`config.mk`:
```
export PLATFORM = sky130hd
export DESIGN_NAME = ctl_spi_byte_engine
export DESIGN_NICKNAME = d
export VERILOG_FILES = /design/src/rtl/ctl_spi_byte_engine.sv
export SDC_FILE = /design/constraint.sdc
export NUM_CORES = 1
export LEC_CHECK = 0
export ABC_AREA = 1
export CAP_MARGIN = 10
export CORE_MARGIN = 1.5
export CORE_UTILIZATION = 38
export CTS_CLUSTER_SIZE = 40
export DETAILED_ROUTE_END_ITERATION = 6
export PLACE_DENSITY = 0.66
export SLEW_MARGIN = 5
export SYNTH_ARGS = -nofsm -noshare
export SYNTH_HDL_FRONTEND = slang
export SYNTH_SLANG_ARGS = --single-unit
```
`constraint.sdc`:
```
create_clock -name clk -period 2.5 [get_ports clk]
set_input_delay 0.375 -clock clk [delete_from_list [all_inputs] [get_ports clk]]
set_output_delay 0.375 -clock clk [all_outputs]
set_load 0.05 [all_outputs]
```
`src/rtl/ctl_spi_byte_engine.sv`:
```
// Byte-level SPI mode-0 slave for the control port.
// Works on refined SCK/CS; double-buffered TX byte, framed RX bytes.
module ctl_spi_byte_engine #(
  parameter int unsigned CNT_W   = 16,
  parameter logic        IDLE_SO = 1'b1
) (
  input  logic             clk,
  input  logic             rst,
  input  logic             spi_sck,
  input  logic             spi_cs,
  input  logic             spi_si,
  output logic             spi_so,
  output logic [7:0]       rx_data,
  output logic             rx_valid,
  output logic             rx_first,
  input  logic [7:0]       tx_data,
  input  logic             tx_load,
  output logic             tx_req,
  output logic             tx_underrun,
  output logic             frame_active,
  output logic             frame_end,
  output logic [CNT_W-1:0] byte_count
);

  typedef enum logic {IDLE, ACTIVE} state_e;

  state_e           state_q, state_d;
  logic             sck_q, cs_q;
  logic [2:0]       bit_cnt_q;
  logic [6:0]       rx_shift_q;
  logic [7:0]       tx_shift_q;
  logic [7:0]       buf_q;
  logic             full_q;
  logic             first_q;
  logic [7:0]       rx_data_q;
  logic             rx_valid_q;
  logic             rx_first_q;
  logic             tx_req_q;
  logic             underrun_q;
  logic             frame_end_q;
  logic [CNT_W-1:0] byte_count_q;

  logic sck_rise, sck_fall, cs_rise, cs_fall;
  logic act, start, stop, rx_edge, tx_edge, consume;

  assign sck_rise = spi_sck & ~sck_q;
  assign sck_fall = ~spi_sck & sck_q;
  assign cs_fall  = ~spi_cs & cs_q;
  assign cs_rise  = spi_cs & ~cs_q;

  assign act     = (state_q == ACTIVE);
  assign stop    = act & cs_rise;
  assign start   = ~act & cs_fall;
  assign rx_edge = act & ~cs_rise & sck_rise;
  assign tx_edge = act & ~cs_rise & sck_fall;
  // Buffer is consumed at frame start and at each byte boundary
  assign consume = start | (tx_edge & (bit_cnt_q == 3'd0));

  always_comb begin
    state_d = state_q;
    if (stop) begin
      state_d = IDLE;
    end else if (start) begin
      state_d = ACTIVE;
    end
  end

  always_ff @(posedge clk) begin
    if (rst) begin
      state_q      <= IDLE;
      sck_q        <= 1'b0;
      cs_q         <= 1'b1;
      bit_cnt_q    <= 3'd0;
      rx_shift_q   <= 7'd0;
      tx_shift_q   <= 8'hFF;
      buf_q        <= 8'd0;
      full_q       <= 1'b0;
      first_q      <= 1'b0;
      rx_data_q    <= 8'd0;
      rx_valid_q   <= 1'b0;
      rx_first_q   <= 1'b0;
      tx_req_q     <= 1'b0;
      underrun_q   <= 1'b0;
      frame_end_q  <= 1'b0;
      byte_count_q <= '0;
    end else begin
      state_q     <= state_d;
      sck_q       <= spi_sck;
      cs_q        <= spi_cs;
      rx_valid_q  <= 1'b0;
      frame_end_q <= stop;
      tx_req_q    <= consume;

      unique case (1'b1)
        stop: begin
          bit_cnt_q <= 3'd0;
        end
        start: begin
          bit_cnt_q    <= 3'd0;
          byte_count_q <= '0;
          first_q      <= 1'b1;
          tx_shift_q   <= full_q ? buf_q : 8'hFF;
          underrun_q   <= ~full_q;
        end
        rx_edge: begin
          rx_shift_q <= {rx_shift_q[5:0], spi_si};
          bit_cnt_q  <= bit_cnt_q + 3'd1;
          if (bit_cnt_q == 3'd7) begin
            rx_data_q    <= {rx_shift_q, spi_si};
            rx_valid_q   <= 1'b1;
            rx_first_q   <= first_q;
            first_q      <= 1'b0;
            byte_count_q <= byte_count_q + CNT_W'(1);
          end
        end
        tx_edge: begin
          if (bit_cnt_q == 3'd0) begin
            tx_shift_q <= full_q ? buf_q : 8'hFF;
            if (!full_q) begin
              underrun_q <= 1'b1;
            end
          end else begin
            tx_shift_q <= {tx_shift_q[6:0], 1'b0};
          end
        end
        default: ;
      endcase

      // Load after consume: the old byte leaves, the new one lands
      if (tx_load) begin
        buf_q  <= tx_data;
        full_q <= 1'b1;
      end else if (consume) begin
        full_q <= 1'b0;
      end
    end
  end

  assign spi_so       = act ? tx_shift_q[7] : IDLE_SO;
  assign rx_data      = rx_data_q;
  assign rx_valid     = rx_valid_q;
  assign rx_first     = rx_first_q;
  assign tx_req       = tx_req_q;
  assign tx_underrun  = underrun_q;
  assign frame_active = act;
  assign frame_end    = frame_end_q;
  assign byte_count   = byte_count_q;

endmodule

```
==> metrics.txt, run 1 <==
# TYPE chip_impl_metric gauge
chip_impl_info{name="run_status",value="complete, but fails checks"} 1
chip_impl_info{name="failed_checks",value="DRC"} 1
chip_impl_metric{name="fp.dieH",unit="um"} 85.5
chip_impl_info{name="r2r_start",value="bit_cnt_q[0]"} 1
chip_impl_metric{name="area.growth.synth_to_final",unit="%"} 26.3
chip_impl_metric{name="detailed_placer_s_ending_hpwl",unit="mm"} 3.70
chip_impl_metric{name="die_outline_area",unit="mm2"} 0.00730
chip_impl_metric{name="routed-via-count",unit=""} 2369
chip_impl_info{name="cell_type_with_the_largest_total_area_after_synthesis",value="sky130_fd_sc_hd__dfxtp_1"} 1
chip_impl_metric{name="crit_path_max_fanout",unit=""} 6
chip_impl_metric{name="final-hold-violation-count",unit=""} 0
chip_impl_metric{name="delay_of_the_slowest_critical_path_stage",unit="ns"} 0.86
chip_impl_info{name="clock_tree.root_cell",value="sky130_fd_sc_hd__clkbuf_8"} 1
chip_impl_metric{name="clock_buffers_created_by_tritoncts",unit=""} 9
chip_impl_metric{name="synth-warning-count",unit=""} 0
chip_impl_metric{name="remaining_drc_errors",unit=""} 2
chip_impl_metric{name="ys_seq_area_frac",unit=""} 0.465
chip_impl_metric{name="required",unit="ns"} 2.12
chip_impl_info{name="crit_path_end_kind",value="primary output"} 1
chip_impl_metric{name="drt-wirelength-per-cell",unit="um"} 10.8
chip_impl_metric{name="highest_achievable_clock_rate",unit="GHz"} 0.489
chip_impl_metric{name="global_route.overflow_total",unit=""} 0
chip_impl_metric{name="setup_violations",unit=""} 0
chip_impl_metric{name="timing.final.max_slew_violations",unit=""} 0
chip_impl_metric{name="dpl-instance-area",unit="mm2"} 0.00309
chip_impl_metric{name="worst-endpoint-arrival",unit="ns"} 1.67
chip_impl_metric{name="synth.net_count",unit=""} 384
chip_impl_metric{name="nNetsFinal",unit=""} 430
chip_impl_info{name="crit_path_start_kind",value="flop"} 1
chip_impl_metric{name="vdd.ir_drop.worst",unit="mV"} 0.307
chip_impl_metric{name="floorplan.initialDensity",unit=""} 0.400
chip_impl_info{name="min_from",value="buf_q[6]"} 1
chip_impl_metric{name="synth.cell_area",unit="mm2"} 0.00258
chip_impl_metric{name="post_cts.repair.setup_buffers",unit=""} 0
chip_impl_info{name="hold-path-endpoint",value="buf_q[6]"} 1
chip_impl_metric{name="finish.instance_area",unit="mm2"} 0.00326
chip_impl_metric{name="placeableCoreArea",unit="mm2"} 0.00646
chip_impl_info{name="tritoncts",value="yes"} 1
chip_impl_metric{name="max_slew.worst_pin.slew",unit="ns"} 0.513
chip_impl_metric{name="drt_iter0_drc",unit=""} 90
chip_impl_metric{name="syn-instance-count",unit=""} 366
chip_impl_metric{name="detail_route.wirelength",unit="mm"} 5.36
chip_impl_metric{name="final_cells",unit=""} 494
chip_impl_metric{name="fin_tns_setup",unit="ns"} 0
chip_impl_metric{name="postSynthAreaPerCell",unit="um2"} 7.06
chip_impl_metric{name="holdPathStages",unit=""} 2
chip_impl_info{name="crit_type",value="reg -> out"} 1
chip_impl_metric{name="avgViaCountPerCell",unit=""} 4.80
chip_impl_metric{name="buffering_stage_count_on_the_worst_path_with_inverters_included",unit=""} 1
chip_impl_metric{name="floorplan.io_pins",unit=""} 45
chip_impl_metric{name="die_width",unit="um"} 85.5
chip_impl_info{name="timing.hold.worst.class",value="reg -> reg"} 1
chip_impl_metric{name="gp_congestion",unit=""} 0.769
chip_impl_info{name="timing.rr.end",value="rx_data[5]"} 1
chip_impl_metric{name="library_cells_used_by_synthesis",unit=""} 23
chip_impl_metric{name="place.detailed.instances",unit=""} 478
chip_impl_metric{name="first_pass_grt_wire_length",unit="mm"} 9.16
chip_impl_metric{name="cts-resized-gates",unit=""} 0
chip_impl_metric{name="clock_sinks",unit=""} 60
chip_impl_metric{name="drt_first_pass_iters",unit=""} 7
chip_impl_metric{name="clock_tree.htree_level_count",unit=""} 3
chip_impl_metric{name="clock_skew",unit="ns"} 0.0101
chip_impl_metric{name="detail-route-antenna-nets",unit=""} 0
chip_impl_metric{name="clk_pin_slew_worst_paths",unit="ns"} 0.07
chip_impl_metric{name="placement_rows",unit=""} 29
chip_impl_metric{name="layout_worst_path_cycle_share",unit=""} 0.818
chip_impl_metric{name="grt_antenna_before_repair",unit=""} 0
chip_impl_metric{name="slew-limit-headroom",unit=""} 0.658
chip_impl_metric{name="r2r_cells",unit=""} 6
chip_impl_info{name="grt_setup_unrepaired",value="no"} 1
chip_impl_metric{name="min_cycle_time_layout",unit="ns"} 2.05
chip_impl_metric{name="filler_cell_count",unit=""} 655
chip_impl_metric{name="layout-drive-gt1-share",unit=""} 0.0671
chip_impl_info{name="path_delay_family",value="buffers and inverters"} 1
chip_impl_metric{name="grtUsageTotal",unit=""} 0.158
chip_impl_metric{name="yosys_register_bits",unit=""} 60
chip_impl_metric{name="cts-hold-fix-buffers",unit=""} 0
chip_impl_metric{name="cellLeakagePower",unit="nW"} 1.35
chip_impl_metric{name="grt_pass1_vias",unit=""} 2093
chip_impl_metric{name="max_cap_violations",unit=""} 0
chip_impl_metric{name="antenna-diode-count",unit=""} 0
chip_impl_info{name="critPathSlowestCell",value="sky130_fd_sc_hd__clkdlybuf4s50_1"} 1
chip_impl_metric{name="netlist.area_leader.share",unit=""} 0.465
chip_impl_metric{name="clock_path_buffers",unit=""} 2
chip_impl_info{name="timing.critical_path.cells",value="clkdlybuf4s50_1"} 1
chip_impl_metric{name="worstSkewPairLatency",unit="ns"} 0.34
chip_impl_metric{name="largest_net_degree_at_the_start_of_global_routing",unit=""} 27
chip_impl_metric{name="power_density",unit="mW/mm2"} 600
chip_impl_metric{name="port_buffers",unit=""} 44
chip_impl_info{name="synth.area.top_cells",value="sky130_fd_sc_hd__dfxtp_1, sky130_fd_sc_hd__nand2_1, sky130_fd_sc_hd__nand3_1"} 1
chip_impl_metric{name="setup_slack_on_the_worst_flop_to_flop_path",unit="ns"} 0.88
-- sequential cells by signal (all words and copies together), names as in the netlist --
signal / count
tx_underrun: 1
rx_shift_q: 7
rx_data: 8
byte_count: 16
tx_req: 1
first_q: 1
frame_active: 1
cs_q: 1
buf_q: 8
sck_q: 1
full_q: 1
frame_end: 1
tx_shift_q: 8
bit_cnt_q: 3
rx_first: 1
rx_valid: 1
-- stage by stage --
step           setup slack [ns]  power (mW)  utilization  hold WS (ns)
2_1_floorplan             0.745        1.15            -         0.430
3_3_place_gp              0.464        1.20        0.478         0.445
3_5_place_dp              0.451        1.21        0.478         0.456
4_1_cts                   0.426        1.98        0.505         0.466
5_1_grt                   0.390        2.05        0.505         0.486
6_report                  0.454        1.96        0.505         0.459
-- area by class of cell --
type	instances	area (um2)	share of cell area
Timing Repair Buffer	49	478	0.146
Inverter	54	203	0.0621
Clock inverter	7	52.6	0.0161
Clock buffer	9	124	0.0380
Multi-Input combinational cell	238	1110	0.340
Sequential cell	60	1200	0.368
Tap cell	77	96.3	0.0295
-- synth_stat cells --
master / count
sky130_fd_sc_hd__nand2_1: 79
sky130_fd_sc_hd__dfxtp_1: 60
sky130_fd_sc_hd__inv_1: 51
sky130_fd_sc_hd__nor2_1: 43
sky130_fd_sc_hd__nand3_1: 39
sky130_fd_sc_hd__a21oi_1: 35
sky130_fd_sc_hd__o21ai_0: 27
sky130_fd_sc_hd__clkbuf_1: 7
sky130_fd_sc_hd__ha_1: 4
sky130_fd_sc_hd__buf_2: 3
sky130_fd_sc_hd__buf_4: 2
sky130_fd_sc_hd__inv_2: 2
sky130_fd_sc_hd__nand4_1: 2
sky130_fd_sc_hd__o21ai_2: 2
sky130_fd_sc_hd__xor2_1: 2
sky130_fd_sc_hd__buf_1: 1
sky130_fd_sc_hd__buf_6: 1
sky130_fd_sc_hd__clkinv_1: 1
sky130_fd_sc_hd__nand2_2: 1
sky130_fd_sc_hd__nand2_4: 1
sky130_fd_sc_hd__nand4_2: 1
sky130_fd_sc_hd__o211a_1: 1
sky130_fd_sc_hd__o211ai_1: 1
-- power breakdown --
part	internal, mW	switching [mW]	total, mW
Sequential	0.991	0.0181	1.01
Clock	0.361	0.414	0.775
Combinational	0.0654	0.109	0.174
Total	1.42	0.541	1.96
-- layer usage --
layer / GRT usage / share of wire / routed length (um)
met1: 0.202 / 0.51 / 2720
met2: 0.243 / 0.43 / 2300
met3: 0.0418 / 0.044 / 237
met4: 0.0836 / 0.018 / 99
met5: 0 / 0 / 0
-- kinds of logic after synthesis --
group	Yosys count	synth area share
xor+xnor	2	0.00678
compound gates	66	0.134
buf+inv	68	0.106
flops	60	0.465
fa+ha+maj	4	0.0194
simple gates	166	0.269
-- worst max-delay path by stage --
stage	start	to	slack [ns]	cells after the start
5_1_grt	frame_active	frame_active	0.39	1
3_3_place_gp	spi_sck	rx_data[5]	0.46	7
4_1_cts	frame_active	frame_active	0.43	1
3_5_place_dp	spi_sck	rx_data[5]	0.45	7
2_1_floorplan	byte_count[0]	byte_count[14]	0.75	8
6_report	frame_active	frame_active	0.45	1
-- cells in the final DEF (no fill, tap or decap) --
| cell type | n |
|---|---|
| sky130_fd_sc_hd__clkinv_2 | 1 |
| sky130_fd_sc_hd__inv_6 | 1 |
| sky130_fd_sc_hd__nand4_1 | 2 |
| sky130_fd_sc_hd__o21ai_0 | 27 |
| sky130_fd_sc_hd__clkdlybuf4s50_1 | 44 |
| sky130_fd_sc_hd__buf_4 | 5 |
| sky130_fd_sc_hd__o211a_1 | 1 |
| sky130_fd_sc_hd__nor2_1 | 43 |
| sky130_fd_sc_hd__clkinvlp_4 | 4 |
| sky130_fd_sc_hd__ha_1 | 4 |
| sky130_fd_sc_hd__inv_1 | 51 |
| sky130_fd_sc_hd__nand2_1 | 79 |
| sky130_fd_sc_hd__clkinv_1 | 1 |
| sky130_fd_sc_hd__nand4_2 | 1 |
| sky130_fd_sc_hd__nand3_1 | 39 |
| sky130_fd_sc_hd__nand2_4 | 1 |
| sky130_fd_sc_hd__nand2_2 | 1 |
| sky130_fd_sc_hd__clkbuf_8 | 9 |
| sky130_fd_sc_hd__dfxtp_1 | 60 |
| sky130_fd_sc_hd__o21ai_2 | 2 |
| sky130_fd_sc_hd__inv_2 | 2 |
| sky130_fd_sc_hd__xor2_1 | 2 |
| sky130_fd_sc_hd__o211ai_1 | 1 |
| sky130_fd_sc_hd__clkinv_4 | 1 |
| sky130_fd_sc_hd__a21oi_1 | 35 |
No activity file was read; power rests on OpenSTA's default activity.
==> run 2, diff against run 1 <==
Settings changed: PLACE_DENSITY 0.66 to 0.68.
Clock period 2.5 ns to 1.75 ns, I/O delays scaled along.
==> run 2 against run 1 <==
- the flow still finishes with violations (DRC)
- first-iteration DRC count up 19%
- sequential share of layout area shrank 0.67 points
- sequential power is 43% higher
- critical endpoint is now rx_valid
- highest routed layer unchanged
==> metrics.txt, run 2 (synthesized netlist as in run 1, its figures left out) <==
# TYPE chip_impl_metric gauge
chip_impl_info{name="critPathLaunch",value="rx_valid"} 1
chip_impl_info{name="r2r_start",value="bit_cnt_q[0]"} 1
chip_impl_info{name="timing.rr.end",value="rx_data[5]"} 1
chip_impl_metric{name="power.switching_fraction",unit=""} 0.240
chip_impl_metric{name="drt-wirelength-per-cell",unit="um"} 11.2
chip_impl_info{name="crit_path_start_kind",value="flop"} 1
chip_impl_metric{name="clock_buffers_created_by_tritoncts",unit=""} 9
chip_impl_metric{name="setup_slack",unit="ns"} 0.0521
chip_impl_metric{name="holdPathStages",unit=""} 2
chip_impl_metric{name="buffering_stage_count_on_the_worst_path_with_inverters_included",unit=""} 1
chip_impl_metric{name="detail-route-antenna-nets",unit=""} 0
chip_impl_metric{name="slew-limit-headroom",unit=""} 0.671
chip_impl_info{name="path_delay_family",value="buffers and inverters"} 1
chip_impl_metric{name="floorplan.initialDensity",unit=""} 0.400
chip_impl_metric{name="max_slew.worst_pin.slew",unit="ns"} 0.491
chip_impl_metric{name="power_density",unit="mW/mm2"} 952
chip_impl_info{name="most_common_library_cell_in_the_layout_ignoring_fill_and_taps",value="sky130_fd_sc_hd__nand2_1"} 1
chip_impl_info{name="crit_path_end_kind",value="primary output"} 1
chip_impl_metric{name="detailed_placer_s_ending_hpwl",unit="mm"} 3.84
chip_impl_info{name="most_frequent_cells_in_the_layout",value="sky130_fd_sc_hd__nand2_1, sky130_fd_sc_hd__dfxtp_1, sky130_fd_sc_hd__inv_1"} 1
chip_impl_metric{name="crit_path_max_fanout",unit=""} 1
chip_impl_metric{name="cellLeakagePower",unit="nW"} 1.49
chip_impl_metric{name="clk_pin_slew_worst_paths",unit="ns"} 0.07
chip_impl_metric{name="final-hold-violation-count",unit=""} 0
chip_impl_metric{name="power.combinational.fraction",unit=""} 0.085
chip_impl_metric{name="worst-endpoint-arrival",unit="ns"} 1.44
chip_impl_metric{name="timing.final.max_slew_violations",unit=""} 0
chip_impl_metric{name="delay_of_the_slowest_critical_path_stage",unit="ns"} 0.79
chip_impl_info{name="critPathSlowestCell",value="sky130_fd_sc_hd__clkdlybuf4s50_1"} 1
chip_impl_metric{name="area.growth.synth_to_final",unit="%"} 28.8
chip_impl_info{name="run_status",value="complete, but fails checks"} 1
chip_impl_metric{name="clock_skew",unit="ns"} 0.00942
chip_impl_metric{name="filler_cell_count",unit=""} 642
chip_impl_metric{name="fin_tns_setup",unit="ns"} 0
chip_impl_metric{name="global_route.overflow_total",unit=""} 0
chip_impl_info{name="failed_checks",value="DRC"} 1
chip_impl_metric{name="dp_slack",unit="ns"} -0.0599
chip_impl_metric{name="placeableCoreArea",unit="mm2"} 0.00646
chip_impl_metric{name="placement_rows",unit=""} 29
chip_impl_metric{name="vdd.ir_drop.worst",unit="mV"} 0.577
chip_impl_metric{name="area_of_all_sequential_standard_cells",unit="mm2"} 0.00120
chip_impl_metric{name="avgViaCountPerCell",unit=""} 4.80
chip_impl_metric{name="drt_iter0_drc",unit=""} 107
chip_impl_info{name="timing.hold.worst.class",value="reg -> reg"} 1
chip_impl_info{name="hold-path-endpoint",value="buf_q[1]"} 1
chip_impl_metric{name="sequentialPowerShare",unit=""} 0.455
chip_impl_metric{name="clock_path_buffers",unit=""} 2
chip_impl_metric{name="antenna-diode-count",unit=""} 0
chip_impl_metric{name="number_of_flip_flops_under_the_largest_register_name",unit=""} 16
chip_impl_metric{name="die_outline_area",unit="mm2"} 0.00730
chip_impl_metric{name="cts-resized-gates",unit=""} 1
chip_impl_metric{name="r2r_cells",unit=""} 6
chip_impl_info{name="clock_tree.root_cell",value="sky130_fd_sc_hd__clkbuf_8"} 1
chip_impl_info{name="crit_type",value="reg -> out"} 1
chip_impl_info{name="min_from",value="buf_q[1]"} 1
chip_impl_metric{name="net-switching-power",unit="mW"} 0.762
chip_impl_metric{name="first_pass_grt_wire_length",unit="mm"} 9.45
chip_impl_metric{name="port_buffers",unit=""} 44
chip_impl_metric{name="gp_congestion",unit=""} 0.792
chip_impl_metric{name="clock_sinks",unit=""} 60
chip_impl_metric{name="cts-hold-fix-buffers",unit=""} 0
chip_impl_info{name="tritoncts",value="yes"} 1
chip_impl_metric{name="post_cts.repair.setup_buffers",unit=""} 0
chip_impl_metric{name="required",unit="ns"} 1.49
chip_impl_metric{name="highest_achievable_clock_rate",unit="GHz"} 0.589
chip_impl_metric{name="cp_num_cells",unit=""} 1
chip_impl_metric{name="clock_tree.htree_level_count",unit=""} 3
chip_impl_metric{name="remaining_drc_errors",unit=""} 1
chip_impl_metric{name="largest_net_degree_at_the_start_of_global_routing",unit=""} 31
chip_impl_metric{name="die_width",unit="um"} 85.5
chip_impl_metric{name="grt_pass1_vias",unit=""} 2162
chip_impl_metric{name="grt_antenna_before_repair",unit=""} 0
chip_impl_metric{name="clockPowerShare",unit=""} 0.460
chip_impl_metric{name="detail_route.wirelength",unit="mm"} 5.63
chip_impl_metric{name="grtUsageTotal",unit=""} 0.162
chip_impl_metric{name="max_cap_violations",unit=""} 0
chip_impl_metric{name="multiInputGateArea",unit="mm2"} 0.00111
chip_impl_info{name="grt_setup_unrepaired",value="no"} 1
chip_impl_info{name="timing.critical_path.cells",value="clkdlybuf4s50_1"} 1
chip_impl_metric{name="worstSkewPairLatency",unit="ns"} 0.34
chip_impl_metric{name="fp.dieH",unit="um"} 85.5
chip_impl_metric{name="nNetsFinal",unit=""} 437
chip_impl_metric{name="min_cycle_time_layout",unit="ns"} 1.70
chip_impl_metric{name="layout_worst_path_cycle_share",unit=""} 0.970
chip_impl_metric{name="holdWs",unit="ns"} 0.462
chip_impl_metric{name="power.internal",unit="mW"} 2.41
chip_impl_metric{name="floorplan.io_pins",unit=""} 45
chip_impl_metric{name="layout-drive-gt1-share",unit=""} 0.153
chip_impl_metric{name="routed-via-count",unit=""} 2404
chip_impl_metric{name="setup_slack_on_the_worst_flop_to_flop_path",unit="ns"} 0.23
chip_impl_metric{name="setup_violations",unit=""} 0
chip_impl_metric{name="drt_first_pass_iters",unit=""} 6
[run 2: cell count changes in the layout (fill, tap and decap cells not counted), sizes merged, moves of 2 or more]
| cell | delta |
|---|---|
| buf | +36 |
| clkbuf | +2 |
| clkdlybuf4s50 | -30 |
| bufinv | +2 |
| clkinvlp | -2 |
[run 2: cell type report]
cell class / instances / share of cell area
Tap cell: 77 / 0.0290
Sequential cell: 60 / 0.361
Multi-Input combinational cell: 238 / 0.333
Inverter: 54 / 0.0609
Timing Repair Buffer: 56 / 0.145
Clock buffer: 11 / 0.0455
Clock inverter: 5 / 0.0252
[run 2: through the flow]
stage | total power [mW] | std cells | util | area (um2)
after floorplan | 1.64 | 366 | - | 2580
after global routing | 3.29 | 501 | 0.515 | 3330
after detailed placement | 1.74 | 485 | 0.479 | 3090
after global placement | 1.74 | 485 | 0.479 | 3090
after CTS | 3.20 | 501 | 0.515 | 3330
final | 3.17 | 501 | 0.515 | 3330
[run 2: power by group through the flow]
stage	clock (mW)	combinational [mW]	sequential (mW)
after global placement	0	0.265	1.47
after floorplan	0	0.162	1.48
final	1.46	0.270	1.44
after global routing	1.54	0.304	1.45
after detailed placement	0	0.270	1.47
after CTS	1.49	0.272	1.44
[run 2: worst max-delay path by stage]
stage / slack [ns] / end
finish: 0.05 / rx_valid
global placement: 0.008 / tx_shift_q[6]
floorplan: 0.006 / byte_count[14]
detailed placement: -0.06 / tx_shift_q[5]
global route: 0.009 / rx_valid
CTS: 0.03 / rx_valid
[run 2: metal layers]
metal,vias up,global-route usage,share of wire
met5,-,0,0
met4,0,0.0572,0.013
met3,7,0.0535,0.052
met2,43,0.254,0.46
met1,1087,0.208,0.47
li1,1267,-,-
==> run 3, diff against run 2 <==
Settings changed: CORE_UTILIZATION 38 to 30, PLACE_DENSITY 0.68 to 0.57, SKIP_LAST_GASP set to 1.
==> run 3 against run 2 <==
- the flow now finishes without violations
- register-to-register slack hardly changed
- clock-buffer cell count is 1 higher
- sequential power hardly changed
- fmax is 0.37% higher
- critical path type unchanged
==> metrics.txt, run 3 (synthesized netlist as in run 1, its figures left out) <==
# TYPE chip_impl_metric gauge
chip_impl_info{name="run_status",value="complete, no violations"} 1
chip_impl_metric{name="floorplan.io_pins",unit=""} 45
chip_impl_metric{name="slew-limit-headroom",unit=""} 0.667
chip_impl_metric{name="clk_pin_slew_worst_paths",unit="ns"} 0.07
chip_impl_metric{name="clock_buffers_created_by_tritoncts",unit=""} 9
chip_impl_metric{name="final-hold-violation-count",unit=""} 0
chip_impl_metric{name="post_cts.repair.setup_buffers",unit=""} 0
chip_impl_metric{name="grt_antenna_before_repair",unit=""} 0
chip_impl_metric{name="gp_congestion",unit=""} 0.801
chip_impl_metric{name="worstSkewPairLatency",unit="ns"} 0.33
chip_impl_metric{name="power_density",unit="mW/mm2"} 839
chip_impl_metric{name="remaining_drc_errors",unit=""} 0
chip_impl_metric{name="drt_iter0_drc",unit=""} 77
chip_impl_metric{name="routed-via-count",unit=""} 2368
chip_impl_metric{name="detail-route-antenna-nets",unit=""} 0
chip_impl_metric{name="finish.instance_area",unit="mm2"} 0.00333
chip_impl_metric{name="placement_rows",unit=""} 33
chip_impl_metric{name="dp_slack",unit="ns"} -0.0350
chip_impl_metric{name="area_of_all_sequential_standard_cells",unit="mm2"} 0.00120
chip_impl_info{name="timing.critical_path.cells",value="clkdlybuf4s50_1"} 1
chip_impl_metric{name="min_cycle_time_layout",unit="ns"} 1.69
chip_impl_metric{name="grt_pass1_vias",unit=""} 2208
chip_impl_metric{name="max_slew.worst_pin.slew",unit="ns"} 0.498
chip_impl_metric{name="avgViaCountPerCell",unit=""} 4.45
chip_impl_metric{name="clock_path_buffers",unit=""} 2
chip_impl_metric{name="antenna-diode-count",unit=""} 0
chip_impl_info{name="most_frequent_cells_in_the_layout",value="sky130_fd_sc_hd__nand2_1, sky130_fd_sc_hd__dfxtp_1, sky130_fd_sc_hd__inv_1"} 1
chip_impl_metric{name="multiInputGateArea",unit="mm2"} 0.00111
chip_impl_metric{name="detailed_placer_s_ending_hpwl",unit="mm"} 4.05
chip_impl_metric{name="layout-drive-gt1-share",unit=""} 0.157
chip_impl_metric{name="drt-wirelength-per-cell",unit="um"} 10.7
chip_impl_info{name="crit_path_start_kind",value="flop"} 1
chip_impl_info{name="path_delay_family",value="buffers and inverters"} 1
chip_impl_metric{name="fp.dieH",unit="um"} 95.8
chip_impl_metric{name="filler_cell_count",unit=""} 867
chip_impl_metric{name="vdd.ir_drop.worst",unit="mV"} 0.346
chip_impl_metric{name="required",unit="ns"} 1.49
chip_impl_metric{name="cts-hold-fix-buffers",unit=""} 0
chip_impl_metric{name="delay_of_the_slowest_critical_path_stage",unit="ns"} 0.79
chip_impl_info{name="tritoncts",value="yes"} 1
chip_impl_metric{name="area.growth.synth_to_final",unit="%"} 28.9
chip_impl_metric{name="clock_sinks",unit=""} 60
chip_impl_metric{name="worst-endpoint-arrival",unit="ns"} 1.43
chip_impl_metric{name="cellLeakagePower",unit="nW"} 1.47
chip_impl_metric{name="nNetsFinal",unit=""} 440
chip_impl_metric{name="dpl-instance-area",unit="mm2"} 0.00316
chip_impl_metric{name="grtUsageTotal",unit=""} 0.136
chip_impl_metric{name="setup_violations",unit=""} 0
chip_impl_info{name="critPathSlowestCell",value="sky130_fd_sc_hd__clkdlybuf4s50_1"} 1
chip_impl_metric{name="clock_tree.htree_level_count",unit=""} 3
chip_impl_metric{name="first_pass_grt_wire_length",unit="mm"} 9.74
chip_impl_info{name="clock_tree.root_cell",value="sky130_fd_sc_hd__clkbuf_8"} 1
chip_impl_info{name="timing.hold.worst.class",value="reg -> reg"} 1
chip_impl_metric{name="largest_net_degree_at_the_start_of_global_routing",unit=""} 30
chip_impl_metric{name="cts-resized-gates",unit=""} 0
chip_impl_metric{name="placeableCoreArea",unit="mm2"} 0.00830
chip_impl_metric{name="buffering_stage_count_on_the_worst_path_with_inverters_included",unit=""} 1
chip_impl_metric{name="max_cap_violations",unit=""} 0
chip_impl_metric{name="timing.final.max_slew_violations",unit=""} 0
chip_impl_info{name="most_common_library_cell_in_the_layout_ignoring_fill_and_taps",value="sky130_fd_sc_hd__nand2_1"} 1
chip_impl_metric{name="floorplan.initialDensity",unit=""} 0.311
chip_impl_metric{name="number_of_flip_flops_under_the_largest_register_name",unit=""} 16
chip_impl_metric{name="die_outline_area",unit="mm2"} 0.00918
chip_impl_metric{name="die_width",unit="um"} 95.8
chip_impl_info{name="grt_setup_unrepaired",value="no"} 1
chip_impl_metric{name="layout_worst_path_cycle_share",unit=""} 0.967
chip_impl_info{name="crit_path_end_kind",value="primary output"} 1
chip_impl_metric{name="clock_skew",unit="ns"} 0.00603
chip_impl_metric{name="port_buffers",unit=""} 44
chip_impl_metric{name="highest_achievable_clock_rate",unit="GHz"} 0.591
chip_impl_metric{name="setup_slack",unit="ns"} 0.0583
chip_impl_metric{name="drt_first_pass_iters",unit=""} 4
chip_impl_metric{name="global_route.overflow_total",unit=""} 0
chip_impl_metric{name="crit_path_max_fanout",unit=""} 1
chip_impl_metric{name="final_cells",unit=""} 532
chip_impl_metric{name="detail_route.wirelength",unit="mm"} 5.72
chip_impl_metric{name="place.detailed.instances",unit=""} 516
chip_impl_info{name="crit_type",value="reg -> out"} 1
run 3: worst reg2reg max path, stage by stage, from the launching register on:
cell and delay [ns]:
sky130_fd_sc_hd__dfxtp_1 0.38, sky130_fd_sc_hd__ha_1 0.17, sky130_fd_sc_hd__ha_1 0.16, sky130_fd_sc_hd__nand4_2 0.19, sky130_fd_sc_hd__nand2_4 0.28, sky130_fd_sc_hd__nand3_1 0.12
sky130_fd_sc_hd__a21oi_1 0.16
run 3: final timing paths:
kind	slack, ns	startpoint	endpoint	cells after the start
worst max-delay path	0.06	rx_valid	rx_valid	1
worst min register to register	0.46	buf_q[4]	buf_q[4]	2
worst min-delay path	0.46	buf_q[4]	buf_q[4]	2
worst max register to register	0.23	bit_cnt_q[0]	byte_count[9]	6
run 3: area by class of cell:
cell class | count | share of cell area
Sequential cell | 60 | 0.361
Timing Repair Buffer | 59 | 0.155
Inverter | 54 | 0.0609
Clock buffer | 12 | 0.0436
Multi-Input combinational cell | 238 | 0.333
Clock inverter | 4 | 0.00751
Tap cell | 105 | 0.0394
run 3: per-stage QoR:
step / hold slack (ns) / TNS, ns / util / total power, mW
after floorplan: 0.372 / 0 / - / 1.64
after global placement: 0.439 / -0.100 / 0.381 / 1.74
after detailed placement: 0.448 / -0.321 / 0.381 / 1.75
after CTS: 0.459 / 0 / 0.401 / 2.85
after global routing: 0.482 / 0 / 0.401 / 2.95
final: 0.462 / 0 / 0.401 / 2.79
run 3: routing by layer:
layer  part of all wire  vias to the layer above  routed length, um  global-route usage
met1               0.52                     1036               2950               0.179
met5                  0                        -                  0                   0
li1                   -                     1276                  -                   -
met4              0.015                        0                 88              0.0662
met2               0.43                       48               2430               0.213
met3              0.044                        8                250              0.0269
run 3: power by group:
group | leakage, nW | switching [mW] | internal [mW]
clock network | 0.0824 | 0.532 | 0.548
logic | 0.902 | 0.160 | 0.111
registers | 0.490 | 0.0262 | 1.42
total | 1.47 | 0.719 | 2.07
